**config.mk**
```make
export PLATFORM = sky130hd
export DESIGN_NAME = issue_ctrl
export DESIGN_NICKNAME = d
export VERILOG_FILES = /design/src/rtl/riscv_pkg.sv /design/src/rtl/reg_scoreboard.sv /design/src/rtl/issue_ctrl.sv
export SDC_FILE = /design/constraint.sdc
export NUM_CORES = 1
export LEC_CHECK = 0
export ABC_AREA = 1
export CORE_MARGIN = 5
export CORE_UTILIZATION = 48
export CTS_BUF_LIST = sky130_fd_sc_hd__clkbuf_4
export DETAILED_ROUTE_END_ITERATION = 6
export PLACE_DENSITY = 0.82
export SYNTH_ARGS = -nofsm -noshare
export SYNTH_HDL_FRONTEND = slang
export SYNTH_SLANG_ARGS = --single-unit
```
**constraint.sdc**
```tcl
create_clock -name i_clk -period 7.65 [get_ports i_clk]
set_clock_uncertainty 0.05 [all_clocks]
set_input_delay 1.1475 -clock i_clk [delete_from_list [all_inputs] [get_ports i_clk]]
set_output_delay 1.1475 -clock i_clk [all_outputs]
set_load 0.05 [all_outputs]
```
**src/rtl/riscv_pkg.sv**
```systemverilog
// Shared RISC-V decode constants: encoding-type one-hots, register index
// width and the issue controller state type.
package riscv_pkg;

   localparam int REG_IDX_W = 5;
   localparam int NUM_REGS  = 32;
   localparam int TYP_W     = 7;

   localparam logic [TYP_W-1:0] TYP_UNRECOGNISED = 7'd0;
   localparam logic [TYP_W-1:0] TYP_R            = 7'd1;
   localparam logic [TYP_W-1:0] TYP_I            = 7'd2;
   localparam logic [TYP_W-1:0] TYP_S            = 7'd4;
   localparam logic [TYP_W-1:0] TYP_B            = 7'd8;
   localparam logic [TYP_W-1:0] TYP_U            = 7'd16;
   localparam logic [TYP_W-1:0] TYP_J            = 7'd32;

   typedef logic [REG_IDX_W-1:0] reg_idx_t;

   typedef enum logic [1:0] {
      ST_EMPTY,
      ST_HELD,
      ST_TRAP
   } issue_state_e;

   // x0 is hardwired, so it never counts as a pending write.
   function automatic logic reg_pending(input logic [NUM_REGS-1:0] busy, input reg_idx_t idx);
      return (idx != '0) && busy[idx];
   endfunction

endpackage

```
**src/rtl/reg_scoreboard.sv**
```systemverilog
// Pending-write bitmap plus issued-not-retired counter; a set and a clear of
// the same register in one cycle leaves the bit set.
module reg_scoreboard
   import riscv_pkg::*;
(
   input  logic                clk,
   input  logic                rst_n,
   input  logic                set_en,
   input  reg_idx_t            set_rd,
   input  logic                clr_en,
   input  reg_idx_t            clr_rd,
   output logic [NUM_REGS-1:0] busy,
   output logic [3:0]          inflight
);

   logic [NUM_REGS-1:0] busy_next;
   logic [3:0]          inflight_next;

   // Clear first so a same-cycle set overrides it; count saturates at zero.
   always_comb begin
      busy_next     = busy;
      inflight_next = inflight;
      if (clr_en && (clr_rd != '0)) begin
         busy_next[clr_rd] = 1'b0;
      end
      if (set_en && (set_rd != '0)) begin
         busy_next[set_rd] = 1'b1;
      end
      if (set_en && !clr_en) begin
         inflight_next = inflight + 4'd1;
      end else if (!set_en && clr_en && (inflight != 4'd0)) begin
         inflight_next = inflight - 4'd1;
      end
   end

   always_ff @(posedge clk or negedge rst_n) begin
      if (!rst_n) begin
         busy     <= '0;
         inflight <= 4'd0;
      end else begin
         busy     <= busy_next;
         inflight <= inflight_next;
      end
   end

endmodule

```
**src/rtl/issue_ctrl.sv**
```systemverilog
// Single-entry issue stage: holds one decoded instruction and releases it to
// execute once no RAW/WAW/in-flight hazard exists against the scoreboard.
module issue_ctrl
   import riscv_pkg::*;
#(
   parameter int N_param      = 32,
   parameter int MAX_INFLIGHT = 4
) (
   input  logic               i_clk,
   input  logic               i_rst_n,
   input  logic               i_en,
   input  logic               i_flush,
   input  logic               dec_valid_i,
   output logic               dec_ready_o,
   input  logic [4:0]         dec_rd_i,
   input  logic [4:0]         dec_rs1_i,
   input  logic [4:0]         dec_rs2_i,
   input  logic [6:0]         dec_typ_i,
   input  logic [N_param-1:0] dec_imm_i,
   output logic               iss_valid_o,
   input  logic               iss_ready_i,
   output logic [4:0]         iss_rd_o,
   output logic [4:0]         iss_rs1_o,
   output logic [4:0]         iss_rs2_o,
   output logic [6:0]         iss_typ_o,
   output logic [N_param-1:0] iss_imm_o,
   input  logic               wb_valid_i,
   input  logic [4:0]         wb_rd_i,
   output logic [31:0]        busy_o,
   output logic [3:0]         inflight_o,
   output logic               stall_o,
   output logic               illegal_o
);

   issue_state_e       state;
   issue_state_e       state_next;
   logic               hazard;
   logic               issue_fire;
   logic               capture;
   logic [4:0]         hold_rd;
   logic [4:0]         hold_rs1;
   logic [4:0]         hold_rs2;
   logic [6:0]         hold_typ;
   logic [N_param-1:0] hold_imm;

   reg_scoreboard u_scoreboard (
      .clk      (i_clk),
      .rst_n    (i_rst_n),
      .set_en   (issue_fire),
      .set_rd   (hold_rd),
      .clr_en   (wb_valid_i),
      .clr_rd   (wb_rd_i),
      .busy     (busy_o),
      .inflight (inflight_o)
   );

   // Hazards look only at registered scoreboard state: no retire bypass.
   assign hazard = reg_pending(busy_o, hold_rs1)
                 | reg_pending(busy_o, hold_rs2)
                 | reg_pending(busy_o, hold_rd)
                 | (inflight_o == 4'(MAX_INFLIGHT));

   always_comb begin
      iss_valid_o = (state == ST_HELD) & i_en & ~i_flush & ~hazard;
      issue_fire  = iss_valid_o & iss_ready_i;
      dec_ready_o = i_en & ~i_flush & ((state == ST_EMPTY) | issue_fire);
      capture     = dec_valid_i & dec_ready_o;
      stall_o     = (state == ST_HELD) & ~issue_fire;
      illegal_o   = (state == ST_TRAP);
      state_next  = state;
      if (i_flush) begin
         state_next = ST_EMPTY;
      end else begin
         unique case (state)
            ST_EMPTY, ST_HELD: begin
               if (capture) begin
                  state_next = (dec_typ_i == TYP_UNRECOGNISED) ? ST_TRAP : ST_HELD;
               end else if (issue_fire) begin
                  state_next = ST_EMPTY;
               end
            end
            ST_TRAP: state_next = ST_TRAP;
            default: state_next = ST_EMPTY;
         endcase
      end
   end

   always_ff @(posedge i_clk or negedge i_rst_n) begin
      if (!i_rst_n) begin
         state <= ST_EMPTY;
      end else begin
         state <= state_next;
      end
   end

   // Flush drops the payload so a squashed instruction never lingers on iss_*.
   always_ff @(posedge i_clk or negedge i_rst_n) begin
      if (!i_rst_n) begin
         hold_rd  <= '0;
         hold_rs1 <= '0;
         hold_rs2 <= '0;
         hold_typ <= '0;
         hold_imm <= '0;
      end else if (i_flush) begin
         hold_rd  <= '0;
         hold_rs1 <= '0;
         hold_rs2 <= '0;
         hold_typ <= '0;
         hold_imm <= '0;
      end else if (capture) begin
         hold_rd  <= dec_rd_i;
         hold_rs1 <= dec_rs1_i;
         hold_rs2 <= dec_rs2_i;
         hold_typ <= dec_typ_i;
         hold_imm <= dec_imm_i;
      end
   end

   assign iss_rd_o  = hold_rd;
   assign iss_rs1_o = hold_rs1;
   assign iss_rs2_o = hold_rs2;
   assign iss_typ_o = hold_typ;
   assign iss_imm_o = hold_imm;

endmodule
```
After elaboration in Yosys (flattened, before gate mapping) --
Index checks and enable logic that the tools add are counted. W data, S select, Z words.
Word-level totals: flip-flop bits (word level) 92, output and inout port bits 94, logic and storage cells 89, input port bits 66
Operators by class: $lt $le $gt $ge 6, reduce and logical (&&, ||, !) cells 22, add/subtract/negate cells 2, equal/unequal tests 4, multiplexer cells 29, bitwise operators 18
Operators with widths (number):
- $mux W32 | 4
- $and A32 B32 Y32 | 1
- $not A32 Y32 | 1
- $or A32 B32 Y32 | 1
- $mux W5 | 6
- $lt A5 B6 Y1 const B | 4
- $reduce_bool A5 Y1 | 4
- $bmux W1 S5 | 3
- $mux W7 | 2
- $demux W1 S5 | 2
- $ge A5 B1 Y1 const B | 2
- $logic_and A1 B1 Y1 | 10
- $and A1 B1 Y1 | 8
- $mux W2 | 4
- $mux W4 | 2
- $logic_not A7 Y1 | 1
- $mux W1 | 5
- $add A4 B1 Y4 const B | 1
- $eq A4 B3 Y1 const B | 1
- $ne A4 B3 Y1 const B | 1
- $or A1 B1 Y1 | 4
- $pmux W2 S2 | 1
- $reduce_bool A2 Y1 | 2
- $reduce_bool A4 Y1 | 1
- 7 further kinds | 10

Depth between registers and ports, before layout --
depth after elaboration 15, depth in mapped cells 25, mapped depth without buffers 23

Cells and area by module --
A second synthesis with hierarchy kept.
Second synthesis, totals: cells, all modules 726, area total of the unflattened synthesis 5591.6 um^2
By module, submodules not included:
- issue_ctrl | cells each 544, sequential area each 1401.3 um^2, instances 1, area each 3987.6 um^2
- reg_scoreboard | cells each 182, sequential area each 900.9 um^2, instances 1, area each 1604.0 um^2

Worst setup path after synthesis --
No wires, ideal clock.
kind input port to output port, start point in i_en, end point out dec_ready_o, required time 6.452 ns, cell stages on the path 8, path slack 4.145 ns, path buffers 2, data arrival time 2.307 ns, cells stage by stage inv_1 nor2_1 nand3_1 a21oi_4 nand3_4 a21boi_4 buf_8 buf_12
Between the ends: cells in the longest elaborated chain, start to end 6, elaborated cells between the ends (all ways) 7, classes of those cells bitwise: 7
RTL lines:
- from (decl) | RTL line issue_ctrl.sv:11 | input logic i_en,
- $and A1 B1 Y1 (3 in a row) | RTL line issue_ctrl.sv:64 | iss_valid_o = (state == ST_HELD) & i_en & ~i_flush & ~hazard;
- $and A1 B1 Y1 | RTL line issue_ctrl.sv:65 | issue_fire = iss_valid_o & iss_ready_i;
- $or A1 B1 Y1 | RTL line issue_ctrl.sv:66 | dec_ready_o = i_en & ~i_flush & ((state == ST_EMPTY) | issue_fire);
- $and A1 B1 Y1 (*) | RTL line issue_ctrl.sv:66
- to (decl) | RTL line issue_ctrl.sv:14 | output logic dec_ready_o,
Mark *: on every way between the ends. The rest lies on a longest branch, timed or not.

Worst setup path after layout --
start point reg hold_rs1[0], in the netlist iss_rs1_o[0], end point out dec_ready_o
Between the ends: cells in the longest elaborated chain, start to end 11, elaborated cells between the ends (all ways) 12, classes of those cells mux: 2; bitwise: 8; reduce/logical: 2
RTL lines:
- from (decl) | RTL line issue_ctrl.sv:41 | logic [4:0] hold_rs1;
- from (signal assigned) | RTL line issue_ctrl.sv:112 | hold_rs1 <= dec_rs1_i;
- $bmux W1 S5 | RTL line riscv_pkg.sv:27 | return (idx != '0) && busy[idx];
- $mux W1 (not written as such) | RTL line riscv_pkg.sv:27
- $logic_and A1 B1 Y1 (*) | RTL line riscv_pkg.sv:27
- $or A1 B1 Y1 (*) | RTL line issue_ctrl.sv:59 | | reg_pending(busy_o, hold_rs2)
- $or A1 B1 Y1 (*) | RTL line issue_ctrl.sv:60 | | reg_pending(busy_o, hold_rd)
- $or A1 B1 Y1 (*) | RTL line issue_ctrl.sv:61 | | (inflight_o == 4'(MAX_INFLIGHT));
- $not A1 Y1 (*) | RTL line issue_ctrl.sv:64
- $and A1 B1 Y1 (*) | RTL line issue_ctrl.sv:64
- $and A1 B1 Y1 (*) | RTL line issue_ctrl.sv:65
- $or A1 B1 Y1 (*) | RTL line issue_ctrl.sv:66
- $and A1 B1 Y1 (*) | RTL line issue_ctrl.sv:66
Mark *: on every way between the ends. The rest lies on a longest branch, timed or not. The select of a mux whose other input is x is not followed.

==> impl_metrics.toml <==
[status]
status = "completed"

[sta]
finalCritPeriodShare_pct = 62.6
finalHoldViolCount = 0
tns_ns = 0
relSlewSlack_pct = 21.7
setup_slack_ns = 2.86
worst_pin_slew_ns = 1.17
max_freq_ghz = 0.209
slew_viol_final = 0
finalCriticalPeriod_ns = 4.79
finalSetupViolCount = 0
rsz0062_at_grt = "false"

[cts]
cts_hold_buffers = 0
post_cts_buffers = 0
cts-root-buf = "clkbuf_4"
clkTransAtPathRegs_ns = 0.14
ctsResizeCount = 0
clk-insertion-delay-late_ns = 0.47
numCtsBuffers = 9
cts_buffer_depth = 2
cts_tree = "done"
clock_sinks = 92
htree_levels = 3

[global_route]
first_global_vias = 5566
antenna_found_initial = 0
grt_overflow = 0
grt_pass1_wl_um = 27900
grt_start_max_net_pins = 79
grt_usage_pct = 24.4

[detailed_routing]
drt_iter0_markers = 473
routed_wl_um = 17400
vias = 5632
vias_per_cell = 5.46
firstDrtPassIters = 5
ant_nets = 0
route.detailed.drc = 0
wl_per_cell_um = 16.8

[power_and_ir_drop]
power_density_nw_per_um2 = 166
power_leakage_nw = 3.57
vdd_drop_max_mv = 0.142

[logic_synthesis]
synth.distinct_cells = 34
synth_nets = 821
ys.warnings.count = 0
synth_area_um2 = 5700
ys_seq_area_share_pct = 40.4
yosysTopAreaCell = "dfrtp_1"
avgSynthCellArea_um2 = 7.58
synth-async-reset-ratio_pct = 100
synth_edf_count = 0
ys_top_cells_by_area = "dfrtp_1 (40%), nand2_1 (18%), nand3_1 (10%)"
synthFlopType = "dfrtp_1"
synth.ff_latch_count = 92
synth_top_area_share_pct = 40.4
synth_cells = 752

[placement]
dp_slack_ns = 2.94
gp_congestion = 0.983
place_hpwl_um = 12500
io_buffers = 159

[worst_hold_path]
whs_endpoint = "u_scoreboard.busy[0]"
hold_path_class = "flop to flop"
min_from = "u_scoreboard.busy[0]"
worstHoldPathCells = 0

[die]
io_pins = 160
die_h_um = 119
rows = 39
die_w_um = 119
initial_core_util_pct = 49.5
dieArea_um2 = 14100
core_area_um2 = 11500

[setup_path]
r2r_cells = 23
crit-reg2reg-launch = "iss_rs1_o[0]"
r2r-end = "u_scoreboard.inflight[3]"
worst-setup-path-type = "flop to output port"
critPathArrivalTime_ns = 3.59
crit_required_ns = 6.45
cp_max_fo = 21
r2r_setup_slack_ns = 3.77
critPathLaunchType = "flop"
end_kind = "output port"

[layout]
nets = 953
area_growth_pct = 28.0
final_layout_size_suffix_gt1_share_pct = 10.2
diodes = 0

[flow_run]
cap_violations = 0
==> sequential cells by signal, indices dropped and copies added (netlist names) <==
signal                 count
iss_rs2_o                  5
iss_rd_o                   5
iss_rs1_o                  5
iss_imm_o                 32
u_scoreboard.inflight      4
u_scoreboard.busy         32
state                      2
iss_typ_o                  7
==> cells by family (layout without fill, tap and decap cells) <==
| family | after synthesis | after routing | share of synthesized area (%) |
|---|---|---|---|
| and+or+nand+nor | 502 | 502 | 43.6 |
| buffers and inverters | 106 | 243 | 10.1 |
| DFF | 92 | 92 | 40.4 |
| AOI/OAI and AO/OA | 47 | 47 | 4.72 |
| adders and majority gates | 3 | 3 | 0.791 |
| xor gates and xnor gates | 2 | 2 | 0.308 |
==> worst max-delay path, stage by stage (launching register included) <==
cell	delay (ns)
dfrtp_1	0.64
inv_1	0.46
nand2_1	0.09
nand3_1	0.09
nand2_1	0.07
nand2_1	0.06
nand2_1	0.06
inv_1	0.06
nand2_1	0.05
nand2_1	0.05
nand2_1	0.05
nor2_2	0.23
nand3_4	0.16
a21boi_4	0.20
clkdlybuf4s50_1	0.83
==> per-layer routing <==
layer  track usage [%]  vias up  wire length, um
li1                  -     2748                -
met1              29.4     2572             6820
met2              40.1      278             8130
met3              9.34       34             1930
met4              8.62        0              505
met5                 0        -                0
==> where the power goes <==
group / switching (mW) / internal (mW) / total [mW]
Clock: 0.167 / 0.110 / 0.277
Sequential: 0.0372 / 0.515 / 0.552
Combinational: 0.250 / 0.130 / 0.381
Total: 0.455 / 0.755 / 1.21
==> Yosys cell counts, types with 4 or more instances <==
| library cell | instances |
|---|---|
| buf_4 | 12 |
| buf_1 | 5 |
| clkbuf_1 | 5 |
| nand3_2 | 48 |
| nor2_1 | 14 |
| nor3_1 | 5 |
| inv_1 | 56 |
| buf_2 | 8 |
| dfrtp_1 | 92 |
| o21ai_1 | 6 |
| nand3_1 | 117 |
| o21ai_0 | 32 |
| nand2_1 | 271 |
| nor3_2 | 5 |
| inv_2 | 6 |
| nand4_1 | 32 |
| buf_6 | 5 |
| nor2_2 | 4 |
==> worst max-delay path by stage <==
stage / depth (start not counted) / start / slack, ns / end
after global placement: 7 / i_flush / 3.01 / dec_ready_o
after detailed placement: 7 / i_flush / 2.94 / dec_ready_o
after CTS: 14 / iss_rs1_o[0] / 2.80 / dec_ready_o
after floorplan: 8 / i_en / 4.15 / dec_ready_o
final: 14 / iss_rs1_o[0] / 2.86 / dec_ready_o
after global routing: 14 / iss_rs1_o[0] / 2.57 / dec_ready_o
==> cells in the final DEF, fill, tap and decap left out, types with 3 or more instances in the layout <==
cell / instances
dfrtp_1: 92
nand2_2: 3
a31oi_1: 3
clkdlybuf4s50_1: 157
nand2_1: 271
nor2_2: 4
nor3_1: 5
clkbuf_4: 12
inv_2: 6
inv_1: 56
o21ai_0: 32
nor3_2: 5
o21ai_1: 6
buf_4: 4
nand3_1: 117
nand3_2: 48
nand4_1: 32
nor2_1: 14
==> area by class of cell <==
class	instances	area (um2)
timing repair buffer	162	1610
tap	143	179
clock inverter	4	50.0
fill	1030	4220
sequential	92	2300
inverter	65	249
clock buffer	12	90.1
multi-input combinational	554	2820
==> metrics by stage <==
| stage | area, um2 | power [mW] | util (%) | hold WS [ns] | cells |
|---|---|---|---|---|---|
| after floorplan | 5700 | 0.805 | - | 0.493 | 752 |
| after global placement | 7150 | 0.934 | 62.1 | 0.410 | 1016 |
| after detailed placement | 7150 | 0.942 | 62.1 | 0.396 | 1016 |
| after CTS | 7290 | 1.22 | 63.3 | 0.427 | 1032 |
| after global routing | 7290 | 1.27 | 63.3 | 0.442 | 1032 |
| final | 7290 | 1.21 | 63.3 | 0.434 | 1032 |
Note: power is estimated with default switching activity, not from simulation.
